--- src/rtl/volume_ramp_ctrl.sv ---
// volume_ramp_ctrl: drives the 4-bit gain word of the volume multiplier.
// Raw inc/dec buttons are synchronized, debounced and edge-detected into a
// saturating target level. The applied gain (control) walks toward the
// effective target (0 while muted) one step per RAMP_TICKS sample strobes,
// so the gain only ever changes by one level at a time and never mid-sample.
//
// Optional feature macro: VOL_AUTOREPEAT_EN (hold-to-repeat on a held button).
//
// Ports
//   clk          system clock
//   rst          synchronous reset, active-high
//   inc_dec      raw buttons, asynchronous: 2'b10 = inc, 2'b01 = dec
//   sample_tick  one-cycle strobe per audio sample
//   mute         1 = ramp gain to 0, 0 = ramp back to target (clk domain)
//   control      applied gain to the multiplier (registered)
//   target       requested level (registered)
//   ramping      1 while control != effective target (registered)
module volume_ramp_ctrl #(
  parameter int unsigned DEBOUNCE_CYCLES = 250000,
  parameter int unsigned MAX_LEVEL       = 8,
  parameter int unsigned RESET_LEVEL     = 0,
  parameter int unsigned RAMP_TICKS      = 4
`ifdef VOL_AUTOREPEAT_EN
  ,
  parameter int unsigned HOLD_CYCLES     = 12500000,
  parameter int unsigned REPEAT_CYCLES   = 2500000
`endif
) (
  input  logic       clk,
  input  logic       rst,
  input  logic [1:0] inc_dec,
  input  logic       sample_tick,
  input  logic       mute,
  output logic [3:0] control,
  output logic [3:0] target,
  output logic       ramping
);

  localparam int unsigned DebW = $clog2(DEBOUNCE_CYCLES + 1);
  localparam int unsigned TickW = $clog2(RAMP_TICKS + 1);
  localparam logic [DebW-1:0]  DebLast  = DebW'(DEBOUNCE_CYCLES - 1);
  localparam logic [TickW-1:0] TickLast = TickW'(RAMP_TICKS - 1);
  localparam logic [3:0]       MaxLvl   = 4'(MAX_LEVEL);
  localparam logic [3:0]       RstLvl   = 4'(RESET_LEVEL);

  typedef enum logic [1:0] {StIdle, StUp, StDown} state_e;

  logic [1:0]       sync1_q, sync2_q, last_q, stable_q, stable_prev_q;
  logic [DebW-1:0]  deb_cnt_q;
  logic [TickW-1:0] tick_q, tick_d;
  logic [3:0]       control_q, control_d, target_q, target_d, eff, eff_d;
  state_e           state_q, state_d;
  logic             inc_evt, dec_evt;

`ifdef VOL_AUTOREPEAT_EN
  localparam int unsigned RepMax = (HOLD_CYCLES > REPEAT_CYCLES) ? HOLD_CYCLES : REPEAT_CYCLES;
  localparam int unsigned RepW = $clog2(RepMax + 1);
  localparam logic [RepW-1:0] HoldLast = RepW'(HOLD_CYCLES - 1);
  localparam logic [RepW-1:0] RepLast  = RepW'(REPEAT_CYCLES - 1);

  logic [RepW-1:0] rep_cnt_q;
  logic            rep_first_q, held, rep_fire;

  // A press counts as held only after its edge event has been consumed.
  assign held     = ((stable_q == 2'b10) || (stable_q == 2'b01)) && (stable_prev_q == stable_q);
  assign rep_fire = held && (rep_first_q ? (rep_cnt_q == HoldLast) : (rep_cnt_q == RepLast));

  always_ff @(posedge clk) begin
    if (rst) begin
      rep_cnt_q   <= '0;
      rep_first_q <= 1'b1;
    end else if (!held || rep_fire) begin
      rep_cnt_q   <= '0;
      rep_first_q <= !held;
    end else begin
      rep_cnt_q   <= rep_cnt_q + 1'b1;
    end
  end
`endif

  // Edge events only leave 00; 11 and any code reached from 11 stay silent.
  always_comb begin
    inc_evt = (stable_prev_q == 2'b00) && (stable_q == 2'b10);
    dec_evt = (stable_prev_q == 2'b00) && (stable_q == 2'b01);
`ifdef VOL_AUTOREPEAT_EN
    inc_evt = inc_evt || (rep_fire && (stable_q == 2'b10));
    dec_evt = dec_evt || (rep_fire && (stable_q == 2'b01));
`endif
  end

  always_comb begin
    target_d = target_q;
    if (inc_evt && (target_q < MaxLvl)) begin
      target_d = target_q + 4'd1;
    end else if (dec_evt && (target_q != 4'd0)) begin
      target_d = target_q - 4'd1;
    end
  end

  assign eff   = mute ? 4'd0 : target_q;
  assign eff_d = mute ? 4'd0 : target_d;

  // Direction comes from the live compare, so a reversal keeps the tick count.
  always_comb begin
    control_d = control_q;
    tick_d    = tick_q;
    if (control_q == eff) begin
      tick_d = '0;
    end else if (sample_tick) begin
      if (tick_q == TickLast) begin
        tick_d    = '0;
        control_d = (control_q < eff) ? control_q + 4'd1 : control_q - 4'd1;
      end else begin
        tick_d = tick_q + 1'b1;
      end
    end
  end

  always_comb begin
    if (control_d < eff_d) begin
      state_d = StUp;
    end else if (control_d > eff_d) begin
      state_d = StDown;
    end else begin
      state_d = StIdle;
    end
  end

  always_ff @(posedge clk) begin
    if (rst) begin
      sync1_q       <= 2'b00;
      sync2_q       <= 2'b00;
      last_q        <= 2'b00;
      stable_q      <= 2'b00;
      stable_prev_q <= 2'b00;
      deb_cnt_q     <= '0;
      tick_q        <= '0;
      control_q     <= RstLvl;
      target_q      <= RstLvl;
      state_q       <= StIdle;
    end else begin
      sync1_q       <= inc_dec;
      sync2_q       <= sync1_q;
      last_q        <= sync2_q;
      stable_prev_q <= stable_q;
      if (sync2_q != last_q) begin
        deb_cnt_q <= '0;
      end else if (deb_cnt_q == DebLast) begin
        stable_q  <= sync2_q;
      end else begin
        deb_cnt_q <= deb_cnt_q + 1'b1;
      end
      tick_q    <= tick_d;
      control_q <= control_d;
      target_q  <= target_d;
      state_q   <= state_d;
    end
  end

  assign control = control_q;
  assign target  = target_q;
  assign ramping = (state_q != StIdle);

endmodule

--- config.mk ---
export PLATFORM = sky130hd
export DESIGN_NAME = volume_ramp_ctrl
export DESIGN_NICKNAME = d
export VERILOG_FILES = /design/src/rtl/volume_ramp_ctrl.sv
export SDC_FILE = /design/constraint.sdc
export NUM_CORES = 1
export LEC_CHECK = 0
export ABC_CLOCK_PERIOD_IN_PS = 3300
export BUFFER_PORTS_ARGS = -buffer_cell sky130_fd_sc_hd__buf_2
export CELL_PAD_IN_SITES_DETAIL_PLACEMENT = 2
export CELL_PAD_IN_SITES_GLOBAL_PLACEMENT = 2
export CORE_ASPECT_RATIO = 0.7
export CORE_MARGIN = 8
export CORE_UTILIZATION = 37
export CTS_CLUSTER_DIAMETER = 80
export DETAILED_ROUTE_END_ITERATION = 10
export PLACE_DENSITY = 0.87
export SLEW_MARGIN = 20
export SYNTH_ARGS = -nofsm -noshare
export SYNTH_HDL_FRONTEND = slang
export SYNTH_SLANG_ARGS = --single-unit
--- constraint.sdc ---
create_clock -name clk -period 3.3 [get_ports clk]
set_input_delay 0.165 -clock clk [delete_from_list [all_inputs] [get_ports clk]]
set_output_delay 0.165 -clock clk [all_outputs]
set_load 0.005 [all_outputs]
==> results.toml, run 1 <==
[status]
outcome = "complete, no violations"

[worst_setup_path]
endpoint = "state_q[0]$_SDFF_PP0_"
startpoint_type = "register"
crit_fanout = 8
crit_start = "target[1]$_SDFF_PP0_"
reg2reg_slack_ns = 0.25
reg2reg_depth = 13
critPathArrivalTime_ns = 3.27
endpoint_kind = "register"
crit_type = "register to register"
regToRegStartpoint = "target[1]$_SDFF_PP0_"
crit_required_ns = 3.52
rr_endpoint = "state_q[0]$_SDFF_PP0_"

[grt]
grt_use_met2 = 0.2528
use_met3 = 0.03834
met1_usage = 0.1907
busiest_layer = "met2"
grt-ovfl-total = 0
track_usage = 0.1513
grt_first_pass_wirelength_um = 9984
antenna_found_initial = 0
grt_max_degree = 25
first_global_vias = 1907

[clocking]
clk_pin_slew_ns = 0.08
numCtsBuffers = 5
postCtsHoldBufs = 0
clk_path_buf_depth = 2
clock-sinks = 41
cts_tree = "done"
cts-root-buf = "clkbuf_8"
post_cts_buffers = 0
post_cts_resized = 0
clk_latency_ns = 0.29
htree_levels = 2

[floorplan]
placementRows = 22
fp.coreArea_mm2 = 0.005285
initial_core_util = 0.3859
dieHeight_um = 78.12
die_w_um = 104.7
ios = 15
die_area_mm2 = 0.008181

[logic_synthesis]
synth_enable_flop_cells = 0
synth_top_cell_by_area = "dfxtp_1"
synth_xor_area_frac = 0.09018
synth.yosys.warnings = 0
syn_area_mm2 = 0.002039
synthFlopType = "dfxtp_1"
ys_ff_latch = 41
syn_avg_cell_area_um2 = 8.945
synth_top_area_share = 0.4025
synth_top_family_by_area = "simple AND/OR/NAND/NOR gates"
synthAdderAreaFrac = 0.09571
netlist_instances = 228
async_flop_share = 0
ys_top_cells_by_area = "dfxtp_1 (40%), ha_1 (8.6%), nor2_1 (5.7%), xnor2_1 (4.7%), nor2b_1 (4.6%)"
syn-num-nets = 249
ys_seq_area_frac = 0.4025
yosys.area_share.simple = 0.2926
synth_compound_area_frac = 0.05276
synth_mux_area_frac = 0.04233
synth.distinct_cells = 37

[power_and_ir_drop]
ir_worst_vdd_mv = 0.2008
power_density_mw_per_mm2 = 374.1
power_leakage_nw = 0.9337

[timing]
rsz0062_at_grt = "no"
tightest_slew_ns = 0.9691
fin_worst_skew_ns = 0.008526
finalSetupTns_ns = 0
fin_hold_ws_ns = 0.08493
timing.final.crit_period_ns = 3.047
fmax_mhz = 328.2
relSlewSlack = 0.3480
maxSlewViolCount = 0
post-route-period-util = 0.9234
final-hold-violation-count = 0
setup_viol = 0

[routing]
ant_nets = 0
via_count = 1682
wl_per_cell_um = 18.06
routed_wl_um = 5816
drt_iter0_markers = 64
vias_per_cell = 5.224
first_pass_iters = 4
drc = 0

[layout]
final_cells = 322
fin_nets = 270
syn_to_final_growth_pct = 12.82
final_util = 0.4354
fillCellCount = 614
finalInstanceArea_mm2 = 0.002301
diodes = 0
drive_gt1_frac = 0.1480

[placement]
dpl-instance-area_mm2 = 0.002215
place_hpwl_um = 4241
port_buffers = 14
gp_congestion = 0.7661
placed_cells = 314

[min_path]
min_path_type = "primary input to register"

[flow_run]
drv_cap = 0
[cells in the final DEF (no fill, tap or decap), types with 3 or more instances in the layout]
| cell | n |
|---|---|
| a21oi_1 | 6 |
| a31oi_1 | 3 |
| buf_2 | 14 |
| buf_4 | 4 |
| clkbuf_8 | 5 |
| dfxtp_1 | 38 |
| dfxtp_2 | 3 |
| ha_1 | 14 |
| inv_1 | 9 |
| mux2_2 | 3 |
| mux2i_1 | 3 |
| nand2_1 | 16 |
| nand2b_1 | 6 |
| nand3_1 | 12 |
| nand4_1 | 5 |
| nor2_1 | 31 |
| nor2b_1 | 15 |
| nor3_1 | 8 |
| nor4_1 | 3 |
| o21ai_0 | 4 |
| xnor2_1 | 11 |
| xor2_1 | 10 |
[state kept, by name, summed over array words and instances (netlist names)]
signal         flops
control            4
deb_cnt_q         18
last_q             2
stable_prev_q      2
stable_q           2
state_q            2
sync1_q            2
sync2_q            2
target             4
tick_q             3
[final cells by class]
| class | count | area (um^2) | share of cell area |
|---|---|---|---|
| clock buffer | 6 | 72.57 | 0.03154 |
| clock inverter | 2 | 10.01 | 0.004350 |
| inverter | 9 | 33.78 | 0.01468 |
| multi-input combinational | 174 | 1170 | 0.5084 |
| sequential | 41 | 824.5 | 0.3583 |
| tap | 72 | 90.09 | 0.03915 |
| timing repair buffer | 18 | 100.1 | 0.04350 |
[logic make-up after synthesis]
family,after synthesis
fa+ha+maj,15
mux,8
compound gates,18
flops,41
buf+inv,13
xor+xnor,21
simple gates,112
[cell usage after synthesis (5+ instances only)]
| library cell | count |
|---|---|
| nand3_1 | 12 |
| inv_1 | 9 |
| a21oi_1 | 6 |
| nor2b_1 | 15 |
| nand4_1 | 5 |
| dfxtp_1 | 41 |
| nand2_1 | 16 |
| xnor2_1 | 11 |
| nor2_1 | 31 |
| ha_1 | 14 |
| nand2b_1 | 6 |
| xor2_1 | 10 |
| nor3_1 | 8 |
| o21ai_0 | 5 |
[routing by layer]
layer  vias to the layer above  wire length (um)
met4                         0                63
met3                         9               178
met1                       828              2852
met2                        23              2723
met5                         -                 0
li1                        822                 -
[critical path: stages (launching register included)]
cell and delay, ns:
dfxtp_2 0.41, nand2b_1 0.08, ha_1 0.30, a21oi_1 0.15, o21ai_1 0.12, buf_4 0.17
ha_1 0.32, a21oi_1 0.26, nand3_1 0.11, mux2i_1 0.26, xor2_1 0.19, ha_1 0.28
a21oi_1 0.19, nor2b_1 0.15
[where the power goes]
part / internal (W) / switching [W]
combinational: 0.0000110 / 0.0000212
clock: 0.000147 / 0.000176
sequential: 0.000500 / 0.00000542
[per-stage QoR]
stage,setup WS (ns),power [W]
global route,0.06308,0.0008932
detailed placement,0.1501,0.0005482
global placement,0.4064,0.0005455
CTS,0.06046,0.0008649
floorplan,0.4945,0.0005364
finish,0.2527,0.0008609
[worst min path at each step]
stage,cells past startpoint,end,slack [ns],from
2_1_floorplan,1,stable_prev_q[0]$_SDFF_PP0_,0.24,rst
3_3_place_gp,2,sync1_q[1]$_SDFF_PP0_,0.38,inc_dec[1]
3_5_place_dp,2,sync1_q[1]$_SDFF_PP0_,0.39,inc_dec[1]
4_1_cts,2,sync1_q[1]$_SDFF_PP0_,0.08,inc_dec[1]
5_1_grt,2,sync1_q[1]$_SDFF_PP0_,0.12,inc_dec[1]
6_report,2,sync1_q[1]$_SDFF_PP0_,0.08,inc_dec[1]
Power figures use the tool's default switching activity.
==> run 2: changes to the inputs <==
- ABC_AREA: unset -> 1
- CORE_UTILIZATION: 37 -> 34
- PLACE_DENSITY: 0.87 -> 0.88
==> run 2 against run 1 <==
  * Sequential share of layout area decreased by 4.1 points
  * Highest routed layer unchanged
  * Wire length grew 28%
  * Total power increased by 13%
  * Largest power group unchanged
  * Largest cell class unchanged
  * Clock power up 33%
  * Utilization shrank 4.4 points
  * First-iteration DRC count is 47% higher
  * Non-clock buffer count shrank 3
  * Critical path depth is 5 higher
  * Combinational power rose by 6.5%
  * Maximum frequency increased by 1.2%
  * Critical endpoint is now state_q[1]$_SDFF_PP0_
==> results.toml, run 2 <==
[logic_synthesis]
synth_most_common_cell = "nand2_1"
syn_avg_cell_area_um2 = 6.883
synth_enable_flop_cells = 0
syn-num-nets = 352
synth_top_cell_by_area = "dfxtp_1"
netlist_instances = 331
ys_top_cells_by_area = "dfxtp_1 (36%), nand2_1 (12%), inv_1 (8.7%), nor2_1 (8.4%), ha_1 (7.7%)"
yosys-top-cells-count = "nand2_1 (70), inv_1 (53), nor2_1 (51), dfxtp_1 (41), nand3_1 (21)"
synth.yosys.warnings = 0
ys_ff_latch = 41
ys_seq_area_frac = 0.3602
syn_area_mm2 = 0.002278
synth.distinct_cells = 27
synth_top_area_share = 0.3602
synthFlopType = "dfxtp_1"
async_flop_share = 0

[min_path]
hold_depth = 3
holdCritStartpoint = "inc_dec[0]"
min_to = "sync1_q[0]$_SDFF_PP0_"
min_path_type = "primary input to register"

[clocking]
clk_pin_slew_ns = 0.08
clk_latency_ns = 0.30
numCtsBuffers = 5
cts_tree = "done"
clock-sinks = 41
clk_path_buf_depth = 2
htree_levels = 2
cts-root-buf = "clkbuf_8"

[routing]
routed_wl_um = 7440
via_count = 2188
vias_per_cell = 4.917
first_pass_iters = 4
ant_nets = 0
drc = 0
drt_iter0_markers = 94
wl_per_cell_um = 16.72

[timing]
fmax_mhz = 332.2
setup_viol = 0
relSlewSlack = 0.7061
post-route-period-util = 0.9121
timing.final.crit_period_ns = 3.010
final-hold-violation-count = 0
tightest_slew_ns = 0.4392
maxSlewViolCount = 0
fin_worst_skew_ns = 0.01809

[worst_setup_path]
crit_fanout = 5
endpoint_kind = "register"
critPathArrivalTime_ns = 3.23
regToRegStartpoint = "target[3]$_SDFF_PP0_"
crit_type = "register to register"
startpoint_type = "register"
rr_endpoint = "state_q[1]$_SDFF_PP0_"
reg2reg_depth = 18
crit_start = "target[3]$_SDFF_PP0_"
crit_required_ns = 3.52
reg2reg_slack_ns = 0.29

[placement]
placed_cells = 437
gp_congestion = 0.7602
port_buffers = 14
place_hpwl_um = 5589

[power_and_ir_drop]
power_leakage_nw = 1.100
power_density_mw_per_mm2 = 373.5
ir_worst_vdd_mv = 0.1719

[flow_run]
drv_cap = 0

[floorplan]
fp.coreArea_mm2 = 0.006631
ios = 15
initial_core_util = 0.3436
dieHeight_um = 84.49
die_area_mm2 = 0.009619
die_w_um = 113.8
placementRows = 25

[grt]
grt_first_pass_wirelength_um = 12160
first_global_vias = 2363
grt-ovfl-total = 0
track_usage = 0.1589
grt_max_degree = 20
antenna_found_initial = 0

[layout]
final_util = 0.3915
final_cells = 445
largest_reg_flops = 18
final_common_cell = "nand2_1"
drive_gt1_frac = 0.1282
layout_common_cells = "nand2_1 (69), inv_1 (53), nor2_1 (51)"
syn_to_final_growth_pct = 13.95
fin_nets = 371
largest-register = "deb_cnt_q"
diodes = 0

[status]
outcome = "complete, no violations"
[run 2: changes by cell type in the layout (fill, tap and decap cells not counted), moves of 9 or more]
cell	before	now
nand4_1	5	15
nand2_1	16	69
a21oi_1	6	20
nor2_1	31	51
inv_1	9	53
nand3_1	12	21
nor2b_1	15	0
[run 2: kinds of logic (layout without fill, tap and decap cells)]
logic type,count (synthesis),count (layout),share of synthesized area
compound gates,31,31,0.07249
fa+ha+maj,15,15,0.08567
buf+inv,59,79,0.1005
simple gates,176,176,0.3465
xor+xnor,9,9,0.03460
flops,41,41,0.3602
[run 2: critical path, cell delays in order (launching register included)]
cell and delay, ns:
dfxtp_2 0.40, nand2_1 0.08, ha_1 0.29, a21oi_1 0.24, nand2_2 0.16, ha_1 0.30, nand2_1 0.08, nor2_1 0.04
nor2_1 0.15, inv_1 0.06, nand2_1 0.09, nand4_1 0.09, nand2_1 0.11, inv_1 0.05, ha_1 0.29, nand2_1 0.09
o21ai_2 0.20, nand2_1 0.07, a21oi_1 0.15
[run 2: power breakdown]
group          leakage [nW]  internal, W  switching [W]
Sequential            0.333     0.000500     0.00000692
Clock                0.0585     0.000247       0.000182
Combinational         0.709   0.00000956      0.0000247
[run 2: per-layer routing]
layer	vias to the layer above	part of all wire	wire, um	global-route usage
met5	-	0	0	0
met4	0	0.0048	36	0.03008
met3	4	0.032	236	0.03152
met2	33	0.46	3400	0.2550
met1	1066	0.51	3767	0.2152
li1	1085	-	-	-
[run 2: repair_timing]
action / CTS / global route
endpoints found under the setup margin: 2 / 2
hold buffers: 0 / 0
resized for setup: 2 / 6
buffers inserted: 0 / 0
[run 2: area by class of cell]
class / count / area [um^2]
repair buffers: 15 / 77.57
well taps: 94 / 117.6
multi-input cells: 231 / 1251
clock inverters: 1 / 30.03
fillers: 809 / 4035
flip-flops and latches: 41 / 823.3
clock buffers: 7 / 86.33
inverters: 56 / 210.2
[run 2: metrics by stage]
step	worst slack [ns]	TNS [ns]	hold WS, ns	power (W)	instance area [um^2]
2_1_floorplan	0.6703	0	0.2521	0.0005393	2278
3_3_place_gp	0.4258	0	0.3687	0.0005475	2455
3_5_place_dp	0.09889	0	0.3783	0.0005513	2455
4_1_cts	0.03804	0	0.06591	0.0009806	2572
5_1_grt	-0.004592	-0.004592	0.08695	0.001006	2596
6_report	0.2902	0	0.07333	0.0009697	2596
[run 2: worst max path at each step]
stage	endpoint	slack, ns	depth (start not counted)
after floorplan	state_q[1]$_SDFF_PP0_	0.67	18
after global placement	state_q[1]$_SDFF_PP0_	0.43	18
after detailed placement	state_q[1]$_SDFF_PP0_	0.1	18
after CTS	state_q[1]$_SDFF_PP0_	0.04	18
after global routing	state_q[1]$_SDFF_PP0_	-0.005	22
final	state_q[1]$_SDFF_PP0_	0.29	18
==> run 3: changes to the inputs <==
- ABC_CLOCK_PERIOD_IN_PS: 3300 -> 3700
- CORE_MARGIN: 8 -> 4
- CORE_UTILIZATION: 34 -> 36
- PLACE_DENSITY: 0.88 -> 0.92
- clock period: 3.3 -> 3.7 ns (I/O delays scaled with it)
==> run 3 against run 2 <==
  * Flip-flop and latch count is the same
  * Critical path depth grew 2
  * Maximum frequency shrank 7.7%
  * Worst setup slack gained 0.15 ns
  * First-iteration DRC count shrank 18%
  * Via count grew 2.4%
  * Critical endpoint unchanged
==> results.toml, run 3 (same netlist as run 2, synthesis figures left out) <==
[worst_setup_path]
crit_type = "register to register"
endpoint_kind = "register"
crit_fanout = 6
rr_endpoint = "state_q[1]$_SDFF_PP0_"
reg2reg_depth = 20
cp_top_family = "simple AND/OR/NAND/NOR gates"
crit_required_ns = 3.93
critPathSlowestCell = "dfxtp_1"
cp_num_buf_inv = 1
crit_chain = "nand2_1 -> ha_1 -> nand2_1 -> nand2_1 -> nand2_1 -> nand2_1 -> ha_1 -> nand2_1 -> nand2_1 -> nor2_1 -> nand3_1 -> nand3_1 -> nand2_1 -> nand2_1 -> inv_1 -> ha_1 -> nand2_1 -> o21ai_0 -> nand2_1 -> a21oi_1"
regToRegStartpoint = "target[1]$_SDFF_PP0_"
critPathArrivalTime_ns = 3.49
cp_common_cell = "nand2_1"
startpoint_type = "register"
slowest_delay_ns = 0.47
reg2reg_slack_ns = 0.44

[routing]
via_count = 2240
routed_wl_um = 7946
drc = 0
vias_per_cell = 5.283
ant_nets = 0
first_pass_iters = 4
wl_per_cell_um = 18.74
drt_iter0_markers = 77

[placement]
gp_congestion = 0.8025
port_buffers = 14
placed_cells = 417
place_hpwl_um = 5579
dpl-instance-area_mm2 = 0.002424

[layout]
final_common_cell = "nand2_1"
largest-register = "deb_cnt_q"
layout_common_cells = "nand2_1 (70), inv_1 (53), nor2_1 (51)"
diodes = 0
final_util = 0.4234
final_cells = 424
largest_reg_flops = 18
fin_nets = 370
finalInstanceArea_mm2 = 0.002510
drive_gt1_frac = 0.1060
fillCellCount = 727
syn_to_final_growth_pct = 10.16

[clocking]
clk_pin_slew_ns = 0.08
clk_latency_ns = 0.31
clk_path_buf_depth = 2
clock-sinks = 41
cts-root-buf = "clkbuf_8"
htree_levels = 2
post_cts_buffers = 0
postCtsHoldBufs = 0
numCtsBuffers = 5
cts_tree = "done"
post_cts_resized = 0

[min_path]
min_path_type = "primary input to register"
hold_depth = 3
min_to = "sync1_q[1]$_SDFF_PP0_"
holdCritStartpoint = "inc_dec[1]"

[grt]
grt_max_degree = 20
antenna_found_initial = 0
grt_first_pass_wirelength_um = 13400
first_global_vias = 2560
grt-ovfl-total = 0
track_usage = 0.2310

[timing]
fmax_mhz = 306.7
setup_viol = 0
post-route-period-util = 0.8813
fin_worst_skew_ns = 0.004754
timing.final.crit_period_ns = 3.261
fin_hold_ws_ns = 0.08832
rsz0062_at_grt = "no"
tightest_slew_ns = 0.4895
finalSetupTns_ns = 0
final-hold-violation-count = 0
maxSlewViolCount = 0
relSlewSlack = 0.6725

[floorplan]
fp.coreArea_mm2 = 0.005928
placementRows = 23
die_w_um = 103.1
dieHeight_um = 74.56
die_area_mm2 = 0.007686
ios = 15
initial_core_util = 0.3843

[power_and_ir_drop]
power_density_mw_per_mm2 = 319.4
ir_worst_vdd_mv = 0.1189
power_leakage_nw = 1.077

[status]
outcome = "complete, no violations"

[flow_run]
drv_cap = 0
## run 3: through the flow
stage          total power, W  setup slack [ns]
2_1_floorplan       0.0004810             1.070
3_3_place_gp        0.0004890            0.7150
3_5_place_dp        0.0004913            0.5249
4_1_cts             0.0008070            0.4166
5_1_grt             0.0008298           0.05746
6_report            0.0008018            0.4391
## run 3: power by group
part,internal (W),switching [W]
combinational,0.00000824,0.0000223
clock,0.000149,0.000172
sequential,0.000446,0.00000520
total,0.000603,0.000199
## run 3: worst max path at each step
| stage | from | end | slack, ns | cells past startpoint |
|---|---|---|---|---|
| floorplan | target[3]$_SDFF_PP0_ | state_q[1]$_SDFF_PP0_ | 1.07 | 18 |
| global placement | target[3]$_SDFF_PP0_ | state_q[1]$_SDFF_PP0_ | 0.72 | 18 |
| detailed placement | target[2]$_SDFF_PP0_ | state_q[1]$_SDFF_PP0_ | 0.52 | 20 |
| CTS | target[1]$_SDFF_PP0_ | state_q[1]$_SDFF_PP0_ | 0.42 | 20 |
| global route | target[1]$_SDFF_PP0_ | state_q[1]$_SDFF_PP0_ | 0.06 | 18 |
| finish | target[1]$_SDFF_PP0_ | state_q[1]$_SDFF_PP0_ | 0.44 | 20 |
## run 3: final cells by class
class / instances / area [um^2] / area share
Clock buffer: 7 / 86.33 / 0.03440
Inverter: 56 / 210.2 / 0.08375
Timing Repair Buffer: 14 / 70.07 / 0.02792
Tap cell: 75 / 93.84 / 0.03739
Sequential cell: 41 / 820.8 / 0.3270
Multi-Input combinational cell: 231 / 1229 / 0.4895
## run 3: tightest hold or removal path, delay by kind of cell
| family | cells | cell delay [ns] |
|---|---|---|
| buf+inv | 2 | 0.10 |
| simple gates | 1 | 0.07 |
## run 3: metal layers
metal  GRT usage  part of all wire  routed length, um
met2      0.3895              0.47               3719
met4     0.08333             0.026                207
met1      0.2937              0.48               3784
met5           0                 0                  0
met3     0.04780             0.029                233
